### config.mk
export PLATFORM = sky130hd
export DESIGN_NAME = glb_2_lb
export DESIGN_NICKNAME = d
export VERILOG_FILES = /design/src/rtl/glb_2_lb.sv
export SDC_FILE = /design/constraint.sdc
export NUM_CORES = 1
export LEC_CHECK = 0
export BUFFER_PORTS_ARGS = -buffer_cell sky130_fd_sc_hd__buf_2
export CAP_MARGIN = 20
export CORE_UTILIZATION = 40
export CTS_CLUSTER_DIAMETER = 30
export DETAILED_ROUTE_END_ITERATION = 10
export PLACE_DENSITY_LB_ADDON = 0.1
export REMOVE_ABC_BUFFERS = 1
export SETUP_SLACK_MARGIN = 0.2
export SYNTH_ARGS = -nofsm -noshare
export SYNTH_HDL_FRONTEND = slang
export SYNTH_SLANG_ARGS = --single-unit
### constraint.sdc
create_clock -name clock -period 4.5 [get_ports clock]
set_input_delay 0.225 -clock clock [delete_from_list [all_inputs] [get_ports clock]]
set_output_delay 0.225 -clock clock [all_outputs]
set_load 0.05 [all_outputs]
### src/rtl/glb_2_lb.sv
// glb_2_lb: copies a length x height tile from the global buffer (GLB) into
// the local buffer (LB). The tile is read row by row from the GLB, with a
// row pitch of big_length words. Each word is written to the next sequential
// LB address one cycle after it is read.
//
// Ports:
//   clock, rst_n        rising-edge clock; asynchronous active-low reset
//   trans_start         level request, sampled only in IDLE
//   trans_end           one-cycle completion pulse
//   base_addr           GLB address of tile element (0,0)
//   big_length          GLB row pitch in words
//   length, height      tile row length and row count in words
//   rd_en, rd_addr      GLB read strobe and address (address held while idle)
//   data_in             GLB read data, valid the cycle after rd_en
//   wr_en, wr_addr      LB write strobe and address (address held while idle)
//   data_out            LB write data (held while idle)
//
// Build option:
//   GLB_2_LB_OUTREG_EN  adds an extra register stage on wr_en, wr_addr and
//                       data_out. FLUSH then lasts two cycles so that the
//                       final write drains before trans_end.
module glb_2_lb #(
  parameter int unsigned DATA_W = 128,
  parameter int unsigned GLB_AW = 15,
  parameter int unsigned LB_AW  = 10
) (
  input  logic              clock,
  input  logic              rst_n,
  input  logic              trans_start,
  output logic              trans_end,
  input  logic [GLB_AW-1:0] base_addr,
  input  logic [7:0]        big_length,
  input  logic [5:0]        length,
  input  logic [5:0]        height,
  output logic              rd_en,
  output logic [GLB_AW-1:0] rd_addr,
  input  logic [DATA_W-1:0] data_in,
  output logic              wr_en,
  output logic [LB_AW-1:0]  wr_addr,
  output logic [DATA_W-1:0] data_out
);

  typedef enum logic [1:0] {StIdle, StRead, StFlush, StDone} state_e;

  state_e state_q, state_d;

  // Transfer parameters, latched on start
  logic [7:0]        pitch_q;
  logic [5:0]        len_q;
  logic [5:0]        hgt_q;

  // Read-side walk
  logic [5:0]        col_q;
  logic [5:0]        row_q;
  logic [GLB_AW-1:0] row_base_q;   // GLB address of element (row_q, 0)
  logic [GLB_AW-1:0] cur_addr_q;   // address presented while reading
  logic [GLB_AW-1:0] rd_hold_q;    // last address actually read
  logic [LB_AW-1:0]  k_q;          // linear element index, wraps silently

  // Write stage (one cycle behind the read)
  logic              wr_en_s1_q;
  logic [LB_AW-1:0]  wr_addr_s1_q;

  logic              start;
  logic              zero_tile;
  logic              last_elem;
  logic [GLB_AW-1:0] pitch_ext;
  logic [GLB_AW-1:0] next_row_base;

  assign start         = (state_q == StIdle) && trans_start;
  assign zero_tile     = (length == 6'd0) || (height == 6'd0);
  assign last_elem     = (col_q == len_q - 6'd1) && (row_q == hgt_q - 6'd1);
  assign pitch_ext     = GLB_AW'(pitch_q);
  assign next_row_base = row_base_q + pitch_ext;

  assign rd_en     = (state_q == StRead);
  assign trans_end = (state_q == StDone);
  // The live address appears only while reading. Otherwise the last read
  // address is shown, so that loading a new base never disturbs an idle bus.
  assign rd_addr   = rd_en ? cur_addr_q : rd_hold_q;

`ifdef GLB_2_LB_OUTREG_EN
  logic              flush_q;
  logic              wr_en_q;
  logic [LB_AW-1:0]  wr_addr_q;
  logic [DATA_W-1:0] data_out_q;
`else
  logic [DATA_W-1:0] data_hold_q;
`endif

  // State register
  always_ff @(posedge clock or negedge rst_n) begin
    if (!rst_n) begin
      state_q <= StIdle;
    end else begin
      state_q <= state_d;
    end
  end

  // Next-state logic
  always_comb begin
    state_d = state_q;
    unique case (state_q)
      StIdle: begin
        if (trans_start) begin
          state_d = zero_tile ? StDone : StRead;
        end
      end
      StRead: begin
        if (last_elem) begin
          state_d = StFlush;
        end
      end
      StFlush: begin
`ifdef GLB_2_LB_OUTREG_EN
        if (flush_q) begin
          state_d = StDone;
        end
`else
        state_d = StDone;
`endif
      end
      StDone: begin
        state_d = StIdle;
      end
      default: state_d = StIdle;
    endcase
  end

  // Address generation and the first write stage
  always_ff @(posedge clock or negedge rst_n) begin
    if (!rst_n) begin
      pitch_q      <= '0;
      len_q        <= '0;
      hgt_q        <= '0;
      col_q        <= '0;
      row_q        <= '0;
      row_base_q   <= '0;
      cur_addr_q   <= '0;
      rd_hold_q    <= '0;
      k_q          <= '0;
      wr_en_s1_q   <= 1'b0;
      wr_addr_s1_q <= '0;
    end else begin
      if (start) begin
        pitch_q    <= big_length;
        len_q      <= length;
        hgt_q      <= height;
        col_q      <= '0;
        row_q      <= '0;
        row_base_q <= base_addr;
        cur_addr_q <= base_addr;
        k_q        <= '0;
      end else if (rd_en) begin
        rd_hold_q <= cur_addr_q;
        k_q       <= k_q + 1'b1;
        if (col_q == len_q - 6'd1) begin
          // Jump straight to the next row so that no bubble appears at the boundary
          col_q      <= '0;
          row_q      <= row_q + 6'd1;
          row_base_q <= next_row_base;
          cur_addr_q <= next_row_base;
        end else begin
          col_q      <= col_q + 6'd1;
          cur_addr_q <= cur_addr_q + 1'b1;
        end
      end
      wr_en_s1_q <= rd_en;
      if (rd_en) begin
        wr_addr_s1_q <= k_q;
      end
    end
  end

`ifdef GLB_2_LB_OUTREG_EN
  always_ff @(posedge clock or negedge rst_n) begin
    if (!rst_n) begin
      flush_q    <= 1'b0;
      wr_en_q    <= 1'b0;
      wr_addr_q  <= '0;
      data_out_q <= '0;
    end else begin
      flush_q <= (state_q == StFlush) && !flush_q;
      wr_en_q <= wr_en_s1_q;
      if (wr_en_s1_q) begin
        wr_addr_q  <= wr_addr_s1_q;
        data_out_q <= data_in;
      end
    end
  end

  assign wr_en    = wr_en_q;
  assign wr_addr  = wr_addr_q;
  assign data_out = data_out_q;
`else
  // The data word arrives during the write cycle itself. It passes straight
  // through and is captured so that it stays on the bus after wr_en drops.
  always_ff @(posedge clock or negedge rst_n) begin
    if (!rst_n) begin
      data_hold_q <= '0;
    end else if (wr_en_s1_q) begin
      data_hold_q <= data_in;
    end
  end

  assign wr_en    = wr_en_s1_q;
  assign wr_addr  = wr_addr_s1_q;
  assign data_out = wr_en_s1_q ? data_in : data_hold_q;
`endif

endmodule

# ---- Word level (Yosys, flattened, before mapping)
# Index checks and enable logic that the tools add are counted.
dict set report totals {
  regBits 228
  inputBits 166
  out_inout_bits 156
}
dict set report classes {
  add_sub_neg 7
  eq_ne 7
  muxes 20
  reduce_logical 10
}
# operator count
set ops {}
lappend ops {{128-bit 2-to-1 mux} 1}
lappend ops {{15-bit 2-to-1 mux} 7}
lappend ops {{6-bit 2-to-1 mux} 6}
lappend ops {{10-bit 2-to-1 mux} 2}
lappend ops {{15-bit by 1-bit adder with 15-bit output (second input constant)} 1}
lappend ops {{15-bit by 8-bit adder with 15-bit output} 1}
lappend ops {{6-bit by 1-bit adder with 6-bit output (second input constant)} 2}
lappend ops {{6-bit == test} 2}
lappend ops {{6-bit zero test} 2}
lappend ops {{6-bit by 1-bit subtractor with 6-bit output (second input constant)} 2}
lappend ops {{10-bit by 1-bit adder with 10-bit output (second input constant)} 1}
lappend ops {{2-bit case mux with 4 select lines} 1}
lappend ops {{2-bit 2-to-1 mux} 3}
lappend ops {{2-bit == test (second input constant)} 2}
lappend ops {{2-bit AND reduction} 2}
lappend ops {{2-bit nonzero test} 2}
lappend ops {{2-bit by 1-bit == test with 1-bit output (second input constant)} 1}
lappend ops {{1-bit logical AND} 2}
lappend ops {{2-bit zero test} 1}
lappend ops {{2-bit by 1-bit != test with 1-bit output (second input constant)} 1}
lappend ops {{2-bit != test (second input constant)} 1}
lappend ops {{1-bit logical OR} 1}

# ---- Depth between registers and ports, before layout
# Gate-level depths: netlist of the first run.
dict set report depth {
  depth_word 5
  mapped_depth 11
  mapped_depth_nobuf 9
}

# ---- Worst setup path before layout of the first run
# Ideal clock, no wire load.
dict set report synth_timing {
  kind {flip-flop to output port}
  start {reg state_q[1]}
  end {out rd_addr[10]}
  arrival_ps 2621
  required_time_ps 4275
  setup_slack_ps 1654
  path_stages_with_launch 7
  n_path_buf 3
  cell_sequence {dfrtp_1 > inv_1 > ha_1 > buf_2 > clkbuf_1 > clkbuf_1 > o21ai_0}
}
dict set report synth_via {
  elab_chain_len 2
}
# element line
set synth_rtl {}
lappend synth_rtl {{from (decl)} 45} ;# state_e state_q, state_d;
lappend synth_rtl {{from (signal assigned)} 94} ;# state_q <= StIdle;
lappend synth_rtl {{from (signal assigned)} 96} ;# state_q <= state_d;
lappend synth_rtl {{2-bit by 1-bit == test with 1-bit output} 76} ;# assign rd_en = (state_q == StRead);
lappend synth_rtl {{net rd_en} 35} ;# output logic rd_en,
lappend synth_rtl {{15-bit 2-to-1 mux} n/a}
lappend synth_rtl {{to (decl)} 36} ;# output logic [GLB_AW-1:0] rd_addr,
# The timed path passes the listed nets, and every way through them passes these cells.

# ---- Worst setup path after layout of the first run
dict set report layout_timing {
  start {reg state_q[1]}
  end {out rd_addr[9]}
}
dict set report layout_via {
  elab_chain_len 2
}
# element line
set layout_rtl {}
lappend layout_rtl {{2-bit by 1-bit == test with 1-bit output} 76}
lappend layout_rtl {{15-bit 2-to-1 mux} n/a}
# Every way passes these cells.

==> results of run 1 <==
## metal layers
layer  wire length (microns)  part of all wire (%)  GRT usage, %  vias to the layer above
met5                      11                 0.035             0                        -
met4                    1120                   3.6          10.5                        2
met3                    1670                   5.3          4.60                       70
met2                   15500                    50          39.9                      263
met1                   12900                    41          28.3                     4204
li1                        -                     -             -                     4180
## timing repair
| action | CTS | global route |
|---|---|---|
| setup endpoints to repair | 0 | 0 |
| endpoints found under the hold margin | 296 | 0 |
| gates resized for setup | 0 | 0 |
| hold buffers | 163 | 0 |
## layout by cell type (no fill, tap or decap), types with 10 or more instances in the layout
master / instances
xor2_1: 16
buf_2: 320
nand2_1: 95
bufinv_16: 15
xnor2_1: 22
dfrtp_1: 227
or3_1: 10
a21oi_1: 32
clkbuf_16: 55
mux2_2: 167
nor2_1: 42
a31oi_1: 15
nor3_1: 10
dlygate4sd3_1: 163
nand4_1: 14
o21ai_0: 39
nand3_1: 17
inv_1: 13
o211ai_1: 10
ha_1: 18
## worst max-delay path: stages, from the launching register on
cell and delay (ns):
dfrtp_1 0.39, inv_1 0.14, ha_2 0.58, buf_4 0.48, mux2_2 0.40, buf_2 0.21
## cells by family (layout without fill, tap and decap cells)
| group | count (synthesis) | after routing | synth area share [%] |
|---|---|---|---|
| DFF | 228 | 228 | 54.8 |
| xor gates and xnor gates | 38 | 38 | 3.19 |
| muxes | 174 | 174 | 18.7 |
| and+or+nand+nor | 227 | 227 | 10.4 |
| adders and majority gates | 20 | 20 | 2.47 |
| AOI/OAI and AO/OA | 134 | 134 | 8.11 |
| other | 0 | 1 | 0 |
| buffers and inverters | 61 | 609 | 2.29 |
## through the flow
stage | instance area [sq um] | cells
floorplan | 10200 | 835
global placement | 12400 | 1496
detailed placement | 12400 | 1496
CTS | 16100 | 1760
global route | 16100 | 1761
finish | 16100 | 1761
## registers in the layout (all words and copies together) (netlist names)
| register | cells |
|---|---|
| data_hold_q | 128 |
| cur_addr_q | 15 |
| rd_hold_q | 15 |
| row_base_q | 15 |
| k_q | 10 |
| wr_addr | 10 |
| pitch_q | 8 |
| col_q | 6 |
| hgt_q | 6 |
| len_q | 6 |
| row_q | 6 |
| state_q | 2 |
| wr_en | 1 |
## report_power, final
part           switching [W]  leakage (nW)  internal [W]
combinational       0.000862          3.75      0.000488
sequential         0.0000958          2.75       0.00218
clock                0.00127          1.00       0.00317
## worst max path at each step
stage / cells after the start / slack [ns] / endpoint / from
after CTS: 5 / 1.46 / rd_addr[9] / state_q[1]
final: 5 / 1.51 / rd_addr[9] / state_q[1]
after global routing: 5 / 1.32 / rd_addr[9] / state_q[1]
after global placement: 6 / 1.69 / rd_hold_q[3] / state_q[1]
after floorplan: 5 / 0.07 / rd_hold_q[0] / state_q[1]
after detailed placement: 6 / 1.66 / rd_hold_q[7] / state_q[1]
## layout make-up
type | count | area, sq um
multi-input combinational | 593 | 4480
tap | 330 | 413
inverter | 14 | 52.6
antenna | 1 | 2.50
clock buffer | 62 | 1450
fill | 2000 | 9310
timing repair buffer | 494 | 3340
clock inverter | 39 | 643
sequential | 228 | 5710
==> impl_metrics.env, run 1 <==
export IMPL_status="completed"
export IMPL_wl_mm=31.2
export IMPL_fp_dieW_microns=163
export IMPL_synth_seq_cells=228
export IMPL_cts_setup_buffers=0
export IMPL_required_ns=4.28
export IMPL_vias_per_cell=4.95
export IMPL_min_delay_start="base_addr[13]"
export IMPL_cts_inserted_buffers=54
export IMPL_yosysWarnings=0
export IMPL_rows=58
export IMPL_utilization_pct=63.3
export IMPL_cts_tree="done"
export IMPL_syn2layout_area_growth_pct=54.4
export IMPL_clock_skew_ns=0.0166
export IMPL_power_leakage_nw=7.49
export IMPL_synthFlopType="dfrtp_1"
export IMPL_synth_common_cells="dfrtp_1 (228), mux2_2 (167), nand2_1 (95)"
export IMPL_min_period_ns=2.99
export IMPL_finalSetupViolations=0
export IMPL_worst_pin_slew_ns=0.994
export IMPL_synth_top_area_share_pct=54.8
export IMPL_track_usage_pct=23.3
export IMPL_grt_pass1_vias=9032
export IMPL_place_hpwl_mm=20.0
export IMPL_clock_sinks=228
export IMPL_synth_enable_flop_cells=0
export IMPL_initial_core_util_pct=41.0
export IMPL_hold_path_class="primary input to flip-flop"
export IMPL_synth_area_per_cell_sq_um=11.8
export IMPL_hold_end="row_base_q[13]"
export IMPL_reg2reg_from="state_q[1]"
export IMPL_clk_pin_slew_ns=0.04
export IMPL_synthCells=882
export IMPL_grt_max_degree=125
export IMPL_io_buffer_count=321
export IMPL_fp_dieH_microns=163
export IMPL_grt_overflow=0
export IMPL_die_area_sq_um=26700
export IMPL_hold_slack_ns=0.0171
export IMPL_drt_pass1_iter_count=4
export IMPL_finalCritPeriodShare_pct=66.5
export IMPL_startpoint_type="flip-flop"
export IMPL_drtIter0Drc=465
export IMPL_drive_gt1_share_pct=42.4
export IMPL_gp_congestion=0.762
export IMPL_clock_path_buffers=3
export IMPL_peakVddDrop_uv=345
export IMPL_slew_headroom_pct=33.5
export IMPL_hold_viol=0
export IMPL_synth_seq_area_share_pct=54.8
export IMPL_netlist_top_cells_area="dfrtp_1 (55%), mux2_2 (18%), nand2_1 (3.4%), ha_1 (2.3%), o21ai_0 (1.9%)"
export IMPL_drv_cap=0
export IMPL_h_tree_depth=2
export IMPL_synthArstFlopShare_pct=100
export IMPL_rrSetupSlack_ns=1.69
export IMPL_dpl_worst_slack_ns=1.66
export IMPL_path_class="flip-flop to output pin"
export IMPL_finalSetupTns_ns=0
export IMPL_finalPower_w=0.00807
export IMPL_wire_per_inst_microns=17.7
export IMPL_io_pins=322
export IMPL_synth_most_common_cell="dfrtp_1"
export IMPL_fmax_mhz=334
export IMPL_hold_depth=3
export IMPL_worst_endpoint_arrival_ns=2.77
export IMPL_grt_pass1_wl_mm=48.7
export IMPL_grt_setup_unrepaired="false"
export IMPL_synth_cell_types=55
export IMPL_ant_nets=0
export IMPL_p_per_area_nw_per_um2=501
export IMPL_setup_slack_ns=1.51
export IMPL_route_vias_total=8719
export IMPL_layout_nets=1571
export IMPL_slew_violations=0
export IMPL_clock_latency_ns=0.55
export IMPL_remaining_drc_errors=0
export IMPL_r2r_end="cur_addr_q[10]"
export IMPL_worstSetupEndpointType="output pin"
export IMPL_worstRegToRegCells=7
export IMPL_coreArea_sq_um=25400
export IMPL_grt_antenna_before_repair=2
export IMPL_root_buffer="clkbuf_16"
export IMPL_yosys_area_top_type="dfrtp_1"
export IMPL_worst_path_max_fanout=37
export IMPL_netlist_area_sq_um=10400
Power figures use the tool's default switching activity.
==> run 2, diff against run 1 <==
==> constraint.sdc (replaced) <==
create_clock -name clock -period 2.83 [get_ports clock]
set_input_delay 0.1415 -clock clock [delete_from_list [all_inputs] [get_ports clock]]
set_output_delay 0.1415 -clock clock [all_outputs]
set_load 0.05 [all_outputs]
==> impl_metrics.env, run 2 (same netlist as run 1, synthesis figures left out) <==
export IMPL_drtIter0Drc=410
export IMPL_fp_dieW_microns=163
export IMPL_rows=58
export IMPL_fp_dieH_microns=163
export IMPL_worst_path_max_fanout=6
export IMPL_largest_reg_flops=128
export IMPL_clock_latency_ns=0.53
export IMPL_clock_skew_ns=0.0149
export IMPL_crit_slowest_cell="a21oi_1"
export IMPL_mostFrequentLayoutCells="buf_2 (320), dfrtp_1 (227), mux2_2 (167), dlygate4sd3_1 (164), nand2_1 (95)"
export IMPL_power_leakage_nw=7.40
export IMPL_hold_path_class="primary input to flip-flop"
export IMPL_coreArea_sq_um=25400
export IMPL_regMostFlops="data_hold_q"
export IMPL_finalCritPeriodShare_pct=88.7
export IMPL_fin_area_sq_um=15800
export IMPL_worst_path_buf_inv=1
export IMPL_drv_cap=0
export IMPL_ant_nets=0
export IMPL_place_area_sq_um=12500
export IMPL_startpoint_type="flip-flop"
export IMPL_slowest_delay_ns=0.45
export IMPL_grt_pass1_wl_mm=48.5
export IMPL_clock_sinks=228
export IMPL_critPathLaunch="pitch_q[0]"
export IMPL_worst_pin_slew_ns=0.925
export IMPL_drt_pass1_iter_count=5
export IMPL_worst_endpoint_arrival_ns=2.92
export IMPL_path_cells="ha_1 > inv_1 > fa_1 > nand2b_1 > a21oi_1 > o2111a_1 > xnor2_1 > nand2_1 > a32o_1"
export IMPL_peakVddDrop_uv=490
export IMPL_route_vias_total=8857
export IMPL_vias_per_cell=5.03
export IMPL_gp_congestion=0.794
export IMPL_worstSetupEndpointType="flip-flop"
export IMPL_grt_overflow=0
export IMPL_num_fill_cells=2012
export IMPL_h_tree_depth=2
export IMPL_root_buffer="clkbuf_16"
export IMPL_required_ns=3.24
export IMPL_path_class="flip-flop to flip-flop"
export IMPL_grt_pass1_vias=9064
export IMPL_slew_headroom_pct=38.0
export IMPL_drive_gt1_share_pct=41.7
export IMPL_utilization_pct=62.2
export IMPL_cts_inserted_buffers=50
export IMPL_io_buffer_count=321
export IMPL_min_delay_start="trans_start"
export IMPL_die_area_sq_um=26700
export IMPL_cts_tree="done"
export IMPL_layout_nets=1584
export IMPL_track_usage_pct=23.2
export IMPL_p_per_area_nw_per_um2=723
export IMPL_grt_setup_unrepaired="false"
export IMPL_slew_violations=0
export IMPL_fmax_mhz=398
export IMPL_remaining_drc_errors=0
export IMPL_grt_max_degree=76
export IMPL_min_period_ns=2.51
export IMPL_reg2reg_from="pitch_q[0]"
export IMPL_clock_path_buffers=3
export IMPL_status="completed"
export IMPL_n_antenna_cell=0
export IMPL_hold_viol=0
export IMPL_syn2layout_area_growth_pct=51.8
export IMPL_wl_mm=31.1
export IMPL_io_pins=322
export IMPL_clk_pin_slew_ns=0.04
export IMPL_cp_top_family="compound AO/OA/AOI/OAI gates"
export IMPL_wire_per_inst_microns=17.7
export IMPL_initial_core_util_pct=41.0
export IMPL_mostFrequentLayoutCell="buf_2"
export IMPL_finalSetupViolations=0
export IMPL_place_hpwl_mm=20.8
export IMPL_grt_antenna_before_repair=0
## run 2: cell types whose count changed in the layout (fill, tap and decap cells not counted), moves of 2 or more
cell and delta:
buf_12 +3, clkinv_4 -3, clkinv_8 -2, clkbuf_1 +9, clkinvlp_4 -7, bufinv_16 -9, buf_6 +2, buf_4 +11
clkbuf_16 -4
## run 2: cell type report
class                   count  area (sq um)  area share [%]
multi-input cells         593          4480            28.3
repair buffers            511          3510            22.2
inverters                  14          52.6           0.332
well taps                 330           413            2.61
clock buffers              67          1390            8.77
clock inverters            18           258            1.63
flip-flops and latches    228          5710            36.1
## run 2: final timing paths
| path | endpoint | slack (ns) | cells past startpoint |
|---|---|---|---|
| setup / recovery | cur_addr_q[10] | 0.32 | 9 |
| hold / removal | len_q[5] | 0.16 | 5 |
| setup reg to reg | cur_addr_q[10] | 0.32 | 9 |
| hold reg to reg | data_hold_q[51] | 0.49 | 1 |
| max in group asynchronous | data_hold_q[115] | 1.86 | 3 |
| min in group asynchronous | k_q[0] | 0.17 | 2 |
## run 2: tightest hold or removal path, stage by stage
cell and delay (ns):
buf_2 0.11, nand2_1 0.09, buf_4 0.19, nand2_1 0.07, nand2_1 0.04
## run 2: power by group
part           switching [W]  internal (W)
Combinational        0.00139      0.000808
Sequential          0.000141       0.00347
Clock                0.00170       0.00392
Total                0.00323       0.00820
## run 2: metal layers
layer,track usage (%),share of wire [%],wire [microns],up-vias
met5,0,0,0,-
met4,10.5,3.8,1170,0
met3,4.47,5.8,1790,72
met2,40.4,50,15500,295
met1,27.5,41,12700,4299
li1,-,-,-,4191
## run 2: timing repair
action                                  4_1_cts  5_1_grt
setup buffers                                 0        0
hold endpoints to repair                    248        0
hold buffers                                164        0
gates resized for setup                       1        2
endpoints found under the setup margin        1        4
## run 2: metrics by stage
step | instances | total power [W] | hold slack [ns] | TNS [ns] | setup WS (ns)
after detailed placement | 1512 | 0.00567 | 0.169 | 0 | 0.365
after floorplan | 835 | 0.00503 | -0.154 | -382.27 | -1.60
after CTS | 1761 | 0.0115 | 0.155 | 0 | 0.225
after global routing | 1761 | 0.0119 | 0.194 | 0 | 0.201
after global placement | 1512 | 0.00565 | 0.181 | 0 | 0.408
final | 1761 | 0.0114 | 0.162 | 0 | 0.319
